## src/rtl/dvp_pattern_tx_if.sv

```systemverilog
// dvp_pattern_tx_if: DVP sensor bus (cmos_pclk, cmos_href, cmos_vsync, cmos_db[7:0]); master drives it, slave captures it
interface dvp_pattern_tx_if;
  logic       cmos_pclk;
  logic       cmos_href;
  logic       cmos_vsync;
  logic [7:0] cmos_db;
  modport master(output cmos_pclk, cmos_href, cmos_vsync, cmos_db);
  modport slave(input cmos_pclk, cmos_href, cmos_vsync, cmos_db);
endinterface

```

## src/rtl/dvp_pattern_tx.sv

```systemverilog
// dvp_pattern_tx: synthetic RGB565 DVP sensor (clk, rst_n, en, pattern in; dvp bus, frame_cnt, frame_done, busy out)
module dvp_pattern_tx #(
  parameter int unsigned H_ACTIVE    = 640,
  parameter int unsigned H_BLANK     = 144,
  parameter int unsigned V_ACTIVE    = 480,
  parameter int unsigned VSYNC_LINES = 3,
  parameter int unsigned V_BACK      = 17,
  parameter int unsigned V_FRONT     = 10,
  parameter int unsigned PCLK_HALF   = 2
) (
  input  logic                  clk,
  input  logic                  rst_n,
  input  logic                  en,
  input  logic [1:0]            pattern,
  dvp_pattern_tx_if.master      dvp,
  output logic [15:0]           frame_cnt,
  output logic                  frame_done,
  output logic                  busy
);
  localparam int unsigned L  = 2 * H_ACTIVE + H_BLANK;
  localparam int unsigned BW = $clog2(L);
  localparam int unsigned DW = PCLK_HALF > 1 ? $clog2(PCLK_HALF) : 1;
  localparam logic [7:0][15:0] BARS = {16'h0000, 16'h001F, 16'hF800, 16'hF81F,
                                       16'h07E0, 16'h07FF, 16'hFFE0, 16'hFFFF};
  typedef enum logic [2:0] {IDLE, VSYNC, VBACK, ACTIVE, VFRONT} state_t;
  state_t          state_q, state_d;
  logic [DW-1:0]   div_q;
  logic            pclk_q, href_q, vsync_q, done_q;
  logic [7:0]      db_q;
  logic [BW-1:0]   b_q, b_d;
  logic [15:0]     ln_q, ln_d, cnt_q, n_lines, x, bar, pix;
  logic [1:0]      pat_q, pat_d;
  logic            term, tick, eol, last_line, eof, href_d;
  assign term      = div_q == DW'(PCLK_HALF - 1);
  assign tick      = term & pclk_q;
  assign eol       = b_q == BW'(L - 1);
  assign n_lines   = state_q == VSYNC ? 16'(VSYNC_LINES) :
                     state_q == VBACK ? 16'(V_BACK) :
                     state_q == ACTIVE ? 16'(V_ACTIVE) : 16'(V_FRONT);
  assign last_line = ln_q == n_lines - 16'd1;
  assign eof       = tick && state_q == VFRONT && eol && last_line;
  always_comb begin
    state_d = state_q;
    b_d     = b_q;
    ln_d    = ln_q;
    pat_d   = pat_q;
    if (tick && state_q == IDLE) begin
      if (en) begin
        state_d = VSYNC;
        pat_d   = pattern;
      end
    end else if (tick) begin
      b_d = eol ? '0 : b_q + 1'b1;
      if (eol) begin
        ln_d = last_line ? 16'd0 : ln_q + 16'd1;
        if (last_line)
          state_d = state_q == VSYNC ? VBACK :
                    state_q == VBACK ? ACTIVE :
                    state_q == ACTIVE ? VFRONT : (en ? VSYNC : IDLE);
        if (eof && en) pat_d = pattern;
      end
    end
  end
  // Outputs are computed from the next position so they change together with it on the tick.
  assign x      = 16'(b_d >> 1);
  assign bar    = x / 16'(H_ACTIVE / 8);
  assign pix    = pat_d == 2'd0 ? BARS[bar > 16'd7 ? 3'd7 : bar[2:0]] :
                  pat_d == 2'd1 ? {x[5:1], x[5:0], x[5:1]} :
                  pat_d == 2'd2 ? {16{x[5] ^ ln_d[5]}} : {cnt_q[7:0], x[7:0]};
  assign href_d = state_d == ACTIVE && b_d < BW'(2 * H_ACTIVE);
  always_ff @(posedge clk or negedge rst_n) begin
    if (!rst_n) begin
      div_q   <= '0;
      pclk_q  <= 1'b0;
      done_q  <= 1'b0;
      cnt_q   <= '0;
      state_q <= IDLE;
      b_q     <= '0;
      ln_q    <= '0;
      pat_q   <= '0;
      href_q  <= 1'b0;
      vsync_q <= 1'b0;
      db_q    <= '0;
    end else begin
      div_q  <= term ? '0 : div_q + 1'b1;
      pclk_q <= pclk_q ^ term;
      done_q <= eof;
      if (eof) cnt_q <= cnt_q + 16'd1;
      if (tick) begin
        state_q <= state_d;
        b_q     <= b_d;
        ln_q    <= ln_d;
        pat_q   <= pat_d;
        href_q  <= href_d;
        vsync_q <= state_d == VSYNC;
        db_q    <= href_d ? (b_d[0] ? pix[7:0] : pix[15:8]) : 8'd0;
      end
    end
  end
  assign dvp.cmos_pclk  = pclk_q;
  assign dvp.cmos_href  = href_q;
  assign dvp.cmos_vsync = vsync_q;
  assign dvp.cmos_db    = db_q;
  assign frame_cnt      = cnt_q;
  assign frame_done     = done_q;
  assign busy           = state_q != IDLE;
endmodule
```

## src/flat_wrapper.sv

```systemverilog
// flat-port wrapper written by rule: the top's interface ports become plain ports
module dvp_pattern_tx_flat 
#(
  parameter int unsigned H_ACTIVE    = 640,
  parameter int unsigned H_BLANK     = 144,
  parameter int unsigned V_ACTIVE    = 480,
  parameter int unsigned VSYNC_LINES = 3,
  parameter int unsigned V_BACK      = 17,
  parameter int unsigned V_FRONT     = 10,
  parameter int unsigned PCLK_HALF   = 2
)
  (clk, rst_n, en, pattern, frame_cnt, frame_done, busy, dvp_cmos_pclk, dvp_cmos_href, dvp_cmos_vsync, dvp_cmos_db);
  dvp_pattern_tx_if dvp_i ();
  input  logic clk;
  input  logic rst_n;
  input  logic en;
  input  logic [1:0] pattern;
  output logic [15:0] frame_cnt;
  output logic frame_done;
  output logic busy;
  output wire logic [$bits(dvp_i.cmos_pclk)-1:0] dvp_cmos_pclk;
  output wire logic [$bits(dvp_i.cmos_href)-1:0] dvp_cmos_href;
  output wire logic [$bits(dvp_i.cmos_vsync)-1:0] dvp_cmos_vsync;
  output wire logic [$bits(dvp_i.cmos_db)-1:0] dvp_cmos_db;
  assign dvp_cmos_pclk = dvp_i.cmos_pclk;
  assign dvp_cmos_href = dvp_i.cmos_href;
  assign dvp_cmos_vsync = dvp_i.cmos_vsync;
  assign dvp_cmos_db = dvp_i.cmos_db;
  dvp_pattern_tx #(.H_ACTIVE(H_ACTIVE), .H_BLANK(H_BLANK), .V_ACTIVE(V_ACTIVE), .VSYNC_LINES(VSYNC_LINES), .V_BACK(V_BACK), .V_FRONT(V_FRONT), .PCLK_HALF(PCLK_HALF)) u_core (.clk(clk), .rst_n(rst_n), .en(en), .pattern(pattern), .dvp(dvp_i), .frame_cnt(frame_cnt), .frame_done(frame_done), .busy(busy));
endmodule
```

## config.mk

```make
export PLATFORM = sky130hd
export DESIGN_NAME = dvp_pattern_tx_flat
export DESIGN_NICKNAME = d
export VERILOG_FILES = /design/src/rtl/dvp_pattern_tx_if.sv /design/src/rtl/dvp_pattern_tx.sv /design/src/flat_wrapper.sv
export SDC_FILE = /design/constraint.sdc
export NUM_CORES = 1
export LEC_CHECK = 0
export ABC_CLOCK_PERIOD_IN_PS = 4200
export BUFFER_PORTS_ARGS = -buffer_cell sky130_fd_sc_hd__buf_2
export CORE_MARGIN = 4
export CORE_UTILIZATION = 50
export CTS_CLUSTER_SIZE = 25
export DETAILED_ROUTE_END_ITERATION = 8
export PLACE_DENSITY_LB_ADDON = 0.3
export SYNTH_ARGS = -nofsm -noshare
export SYNTH_HDL_FRONTEND = slang
export SYNTH_SLANG_ARGS = --single-unit
```

## constraint.sdc

```tcl
create_clock -name clk -period 4.2 [get_ports clk]
set_input_delay 0.84 -clock clk [delete_from_list [all_inputs] [get_ports clk]]
set_output_delay 0.84 -clock clk [all_outputs]
set_load 0.02 [all_outputs]
```

==> results of run 1 <==
## worst max-delay path by stage
stage                                  from                    end  slack (ps)
after global routing      u_core.state_q[0]   u_core.frame_cnt[15]         290
after floorplan           u_core.state_q[2]  u_core.dvp.cmos_db[0]        1060
after detailed placement  u_core.state_q[0]  u_core.dvp.cmos_db[2]         740
after CTS                 u_core.state_q[0]   u_core.frame_cnt[15]         710
final                     u_core.state_q[0]  u_core.dvp.cmos_db[3]         680
after global placement    u_core.state_q[0]  u_core.dvp.cmos_db[3]         820
## synthesized netlist by cell type (all sizes together) (3+ instances only)
cell / n
nand2: 47
o211ai: 3
xor2: 17
buf: 3
o21ai: 23
dfrtp: 61
nor4: 10
nor2b: 4
nand2b: 4
mux2: 9
and3: 10
clkbuf: 11
o31ai: 7
and4: 4
a21oi: 21
ha: 5
nor2: 35
xnor2: 22
mux2i: 4
o221ai: 8
inv: 20
nand3: 19
a211oi: 3
nor3: 10
nand4: 15
or4: 4
## sequential cells by signal, indices dropped and copies added, names as in the netlist
name and flops:
u_core.state_q 3, u_core.dvp.cmos_vsync 1, u_core.dvp.cmos_href 1, u_core.b_q 11, u_core.div_q 1, u_core.frame_done 1
u_core.ln_q 16, u_core.dvp.cmos_db 8, u_core.dvp.cmos_pclk 1, u_core.pat_q 2, u_core.frame_cnt 16
## per-stage QoR
stage | setup WS (ps) | util, %
after floorplan | 1060 | -
after global placement | 820 | 55.7
after detailed placement | 739 | 55.7
after CTS | 709 | 58.8
after global routing | 293 | 58.8
final | 677 | 58.8
## worst reg2reg max path, cell delays in order (launching register included)
cell,delay [ps]
dfrtp_1,500
xnor2_1,200
or2_2,300
ha_1,300
xor2_1,160
nand4_1,160
a21oi_4,280
and4_1,320
nor2_1,100
o31ai_2,400
nand4_1,170
o211ai_2,310
o221ai_1,170
## power groups by stage
| stage | registers [mW] | logic (mW) | clock network [mW] |
|---|---|---|---|
| floorplan | 0.651 | 0.173 | 0 |
| global placement | 0.661 | 0.231 | 0 |
| detailed placement | 0.664 | 0.235 | 0 |
| CTS | 0.652 | 0.238 | 0.618 |
| global route | 0.659 | 0.262 | 0.644 |
| finish | 0.654 | 0.238 | 0.613 |
## cell type report
type	instances	area [um^2]	share of cell area, %
multi-input combinational	313	2110	49.1
sequential	61	1530	35.6
inverter	21	78.8	1.84
tap	99	124	2.89
timing repair buffer	41	225	5.25
clock buffer	9	124	2.89
clock inverter	7	104	2.42
## kinds of logic after synthesis
kind of cell | after synthesis
muxes | 13
adders and majority gates | 5
AOI/OAI and AO/OA | 80
and+or+nand+nor | 176
DFF | 61
buffers and inverters | 35
xor gates and xnor gates | 39
## metal layers
metal / share of wire (%) / GRT usage, % / wire [um] / up-vias
met5: 0 / 0 / 0 / -
met4: 2.1 / 9.86 / 196 / 0
met3: 6.5 / 5.10 / 621 / 20
met2: 45 / 34.8 / 4330 / 116
met1: 46 / 31.4 / 4360 / 1574
li1: - / - / - / 1561
==> results.sh, run 1 <==
export IMPL_status="finished, final reports clean"
export IMPL_p_comb_share_pct=15.8
export IMPL_synth_adder_area_share_pct=1.66
export IMPL_netlist_area_um2=3770
export IMPL_first_pass_iters=5
export IMPL_drtAntennaViolNets=0
export IMPL_layout_common_cells="dfrtp_1, nand2_1, nor2_1"
export IMPL_p_int_mw=1.04
export IMPL_powerDensity_nw_per_um2=351
export IMPL_whs_path_depth=1
export IMPL_tns_ps=0
export IMPL_synth_xor_area_share_pct=9.06
export IMPL_rsz0062_at_grt="false"
export IMPL_synth_top_area_cell="dfrtp_1"
export IMPL_cts_setup_buffers=0
export IMPL_ctsHoldBuffers=0
export IMPL_dieArea_um2=8990
export IMPL_critPathArrivalTime_ps=3740
export IMPL_grt_max_degree=40
export IMPL_finalPower_mw=1.50
export IMPL_r2r_start="u_core.state_q[0]"
export IMPL_grt_pass1_wl_um=15900
export IMPL_clock_sink_count=61
export IMPL_worst_slew_pin_slew_ps=911
export IMPL_slowest_stage="dfrtp_1"
export IMPL_cp_required_ps=4420
export IMPL_ys_ff_latch=61
export IMPL_die_h_um=94.8
export IMPL_hp_class="reg2reg"
export IMPL_cts_tree="built"
export IMPL_crit_fanout=9
export IMPL_synth_edf_count=0
export IMPL_drt_initial_drc_count=232
export IMPL_antenna_found_initial=0
export IMPL_gp_congestion=0.906
export IMPL_synth_top_family_by_area="simple AND/OR/NAND/NOR gates"
export IMPL_path_common_cell="nand4_1"
export IMPL_diodes=0
export IMPL_vias=3271
export IMPL_cp_num_cells=12
export IMPL_finClkSkew_ps=7.54
export IMPL_r2r_slack_ps=680
export IMPL_fillers=668
export IMPL_power_share_switching_pct=30.9
export IMPL_ys_seq_area_share_pct=40.5
export IMPL_io_pins=34
export IMPL_syn_area_per_cell_um2=9.21
export IMPL_cts_root_buffer="clkbuf_8"
export IMPL_numCtsBuffers=9
export IMPL_hp_start="u_core.div_q"
export IMPL_synth_cells=409
export IMPL_critPathKind="reg2reg"
export IMPL_fin_nets=457
export IMPL_crit_chain="xnor2_1 -> or2_2 -> ha_1 -> xor2_1 -> nand4_1 -> a21oi_4 -> and4_1 -> nor2_1 -> o31ai_2 -> nand4_1 -> o211ai_2 -> o221ai_1"
export IMPL_synthFlopType="dfrtp_1"
export IMPL_start_kind="register"
export IMPL_grt_pass1_vias=3217
export IMPL_cts_repair_resized=0
export IMPL_synth_area_leaders="dfrtp_1, xnor2_1, nand2_1"
export IMPL_relSlewSlack_pct=39.3
export IMPL_instances_no_fill=551
export IMPL_critPathMaxStageDelay_ps=500
export IMPL_placed_cell_area_um2=4060
export IMPL_synth_area_mux_share_pct=3.75
export IMPL_cp_end_kind="register"
export IMPL_setup_viol=0
export IMPL_portBuffers=33
export IMPL_slew_violations=0
export IMPL_gr_usage_all_layers_pct=22.9
export IMPL_drc=0
export IMPL_drt_total_wl_um=9510
export IMPL_synth_top_area_share_pct=40.5
export IMPL_layout_drive_gt1_share_pct=19.0
export IMPL_async_flop_share_pct=100
export IMPL_dp_cells=535
export IMPL_ys_warn_count=0
export IMPL_stdcell_area_um2=4290
export IMPL_hold_slack_ps=424
export IMPL_reg2regPathDepth=12
export IMPL_fmax_mhz=284
export IMPL_worstHoldEndpoint="u_core.div_q"
export IMPL_grt_ovfl_total=0
export IMPL_drv_cap=0
export IMPL_clkPwrFrac_pct=40.7
export IMPL_die_w_um=94.8
export IMPL_power_ir_vdd_worst_uv=333
export IMPL_rows=31
export IMPL_vias_per_cell=5.94
export IMPL_clk_latency_ps=360
export IMPL_hold_viol_final=0
export IMPL_final_common_cell="dfrtp_1"
export IMPL_fin_crit_sh_pct=83.9
export IMPL_timing_critical_path_buf_inv=0
export IMPL_power_leakage_nw=1.98
export IMPL_start_util_pct=51.7
export IMPL_cts_buffer_depth=2
export IMPL_synth_simple_area_share_pct=26.0
export IMPL_coreArea_um2=7290
export IMPL_reg2reg_to="u_core.dvp.cmos_db[3]"
export IMPL_synthToLayoutAreaGrowth_pct=13.8
export IMPL_synth_distinct_cells=62
export IMPL_synth_compound_area_share_pct=15.3
export IMPL_htree_levels=3
export IMPL_seqPwrFrac_pct=43.5
export IMPL_dp_hpwl_um=6840
export IMPL_wl_per_cell_um=17.3
export IMPL_clk_pin_slew_ps=80
export IMPL_final_min_clock_period_ps=3520
export IMPL_syn_nets=419
export IMPL_path_delay_family="compound AO/OA/AOI/OAI gates"
export IMPL_p_sw_mw=0.465
Power figures use the tool's default switching activity.
==> run 2: changes to the inputs <==
- ABC_CLOCK_PERIOD_IN_PS: 4200 -> 3500
- clock period: 4.2 -> 3.5 ns (I/O delays scaled with it)
==> results.sh, run 2 (synthesis gave the netlist of run 1 again) <==
export IMPL_status="finished, final reports clean"
export IMPL_rows=31
export IMPL_numCtsBuffers=9
export IMPL_vias=3377
export IMPL_fillers=652
export IMPL_grt_pass1_wl_um=15400
export IMPL_critPathArrivalTime_ps=3530
export IMPL_seq_area_um2=1530
export IMPL_io_pins=34
export IMPL_cp_end_kind="register"
export IMPL_start_kind="register"
export IMPL_crit_chain="xnor2_1 -> or2_2 -> ha_1 -> xor2_1 -> nand4_1 -> a21oi_4 -> and4_1 -> nor2_1 -> o31ai_4 -> nand4_1 -> o211ai_2 -> o221ai_1"
export IMPL_layout_common_cells="dfrtp_1, nand2_1, nor2_1"
export IMPL_coreArea_um2=7290
export IMPL_dp_slack_ps=135
export IMPL_crit_fanout=5
export IMPL_tns_ps=0
export IMPL_ctsHoldBuffers=0
export IMPL_drc=0
export IMPL_die_w_um=94.8
export IMPL_cts_tree="built"
export IMPL_placed_cell_area_um2=4140
export IMPL_fin_crit_sh_pct=94.9
export IMPL_layout_drive_gt1_share_pct=21.6
export IMPL_antenna_found_initial=0
export IMPL_die_h_um=94.8
export IMPL_htree_levels=3
export IMPL_critPathKind="reg2reg"
export IMPL_path_common_cell="nand4_1"
export IMPL_grt_pass1_vias=3097
export IMPL_power_leakage_nw=2.01
export IMPL_final_min_clock_period_ps=3320
export IMPL_wl_per_cell_um=16.9
export IMPL_powerDensity_nw_per_um2=394
export IMPL_clock_sink_count=61
export IMPL_drt_total_wl_um=9500
export IMPL_first_pass_iters=7
export IMPL_synthToLayoutAreaGrowth_pct=15.9
export IMPL_slowest_stage="dfrtp_1"
export IMPL_vias_per_cell=6.00
export IMPL_fmax_mhz=301
export IMPL_setup_viol=0
export IMPL_cp_required_ps=3710
export IMPL_clk_pin_slew_ps=80
export IMPL_stdcell_area_um2=4370
export IMPL_start_util_pct=51.7
export IMPL_finClkSkew_ps=7.95
export IMPL_diodes=0
export IMPL_drv_cap=0
export IMPL_power_ir_vdd_worst_uv=379
export IMPL_portBuffers=33
export IMPL_dieArea_um2=8990
export IMPL_hp_class="reg2reg"
export IMPL_final_common_cell="dfrtp_1"
export IMPL_cts_root_buffer="clkbuf_8"
export IMPL_drt_initial_drc_count=317
export IMPL_relSlewSlack_pct=37.6
export IMPL_clk_latency_ps=350
export IMPL_dp_hpwl_um=6840
export IMPL_gp_congestion=0.870
export IMPL_drtAntennaViolNets=0
export IMPL_worst_slew_pin_slew_ps=936
export IMPL_fin_nets=469
export IMPL_critPathMaxStageDelay_ps=390
export IMPL_hold_viol_final=0
export IMPL_gr_usage_all_layers_pct=22.4
export IMPL_timing_critical_path_buf_inv=0
export IMPL_path_delay_family="simple AND/OR/NAND/NOR gates"
export IMPL_grt_ovfl_total=0
export IMPL_slew_violations=0
export IMPL_multiInputGateArea_um2=2130
export IMPL_grt_max_degree=42
export IMPL_fin_util_pct=59.9
export IMPL_cts_buffer_depth=2
export IMPL_setup_ws_ps=177
-- run 2: cell types whose count changed in the layout (fill, tap and decap cells not counted), moves of 2 or more --
cell	change
buf_4	+11
mux2i_1	-2
clkinv_2	+2
inv_6	-3
mux2i_2	+2
-- run 2: power breakdown --
part	switching (mW)	internal (mW)	leakage, nW	total [mW]
clock network	0.301	0.331	0.0996	0.632
registers	0.0416	0.739	0.827	0.780
logic	0.199	0.108	1.09	0.307
total	0.542	1.18	2.01	1.72
-- run 2: stage by stage --
step | hold slack (ps) | power, mW | cells
2_1_floorplan | 398 | 0.989 | 409
3_3_place_gp | 412 | 1.08 | 545
3_5_place_dp | 423 | 1.09 | 545
4_1_cts | 433 | 1.72 | 561
5_1_grt | 454 | 1.80 | 563
6_report | 427 | 1.72 | 563
-- run 2: path summary, 6_finish.rpt --
check / slack, ps / end / cells past startpoint / startpoint
setup / recovery: 180 / u_core.dvp.cmos_db[1] / 12 / u_core.state_q[0]
hold / removal: 430 / u_core.div_q / 1 / u_core.div_q
setup reg to reg: 180 / u_core.dvp.cmos_db[1] / 12 / u_core.state_q[0]
hold reg to reg: 430 / u_core.div_q / 1 / u_core.div_q
max in group asynchronous: 2090 / u_core.ln_q[13] / 3 / rst_n
min in group asynchronous: 490 / u_core.b_q[9] / 1 / rst_n
-- run 2: per-layer routing --
layer | routed length, um | vias up | global-route usage [%]
met1 | 4220 | 1612 | 31.1
met4 | 193 | 0 | 6.61
met5 | 0 | - | 0
met3 | 673 | 28 | 4.62
li1 | - | 1584 | -
met2 | 4410 | 153 | 35.3
-- run 2: layout make-up --
| type | instances | share of cell area (%) |
|---|---|---|
| Timing Repair Buffer | 52 | 7.05 |
| Tap cell | 99 | 2.84 |
| Multi-Input combinational cell | 314 | 48.8 |
| Sequential cell | 61 | 35.0 |
| Inverter | 21 | 1.81 |
| Clock buffer | 9 | 2.84 |
| Clock inverter | 7 | 1.69 |
-- run 2: repair_timing --
action | 4_1_cts | 5_1_grt
gates resized for setup | 0 | 3
buffers inserted | 0 | 1
endpoints found under the setup margin | 0 | 5
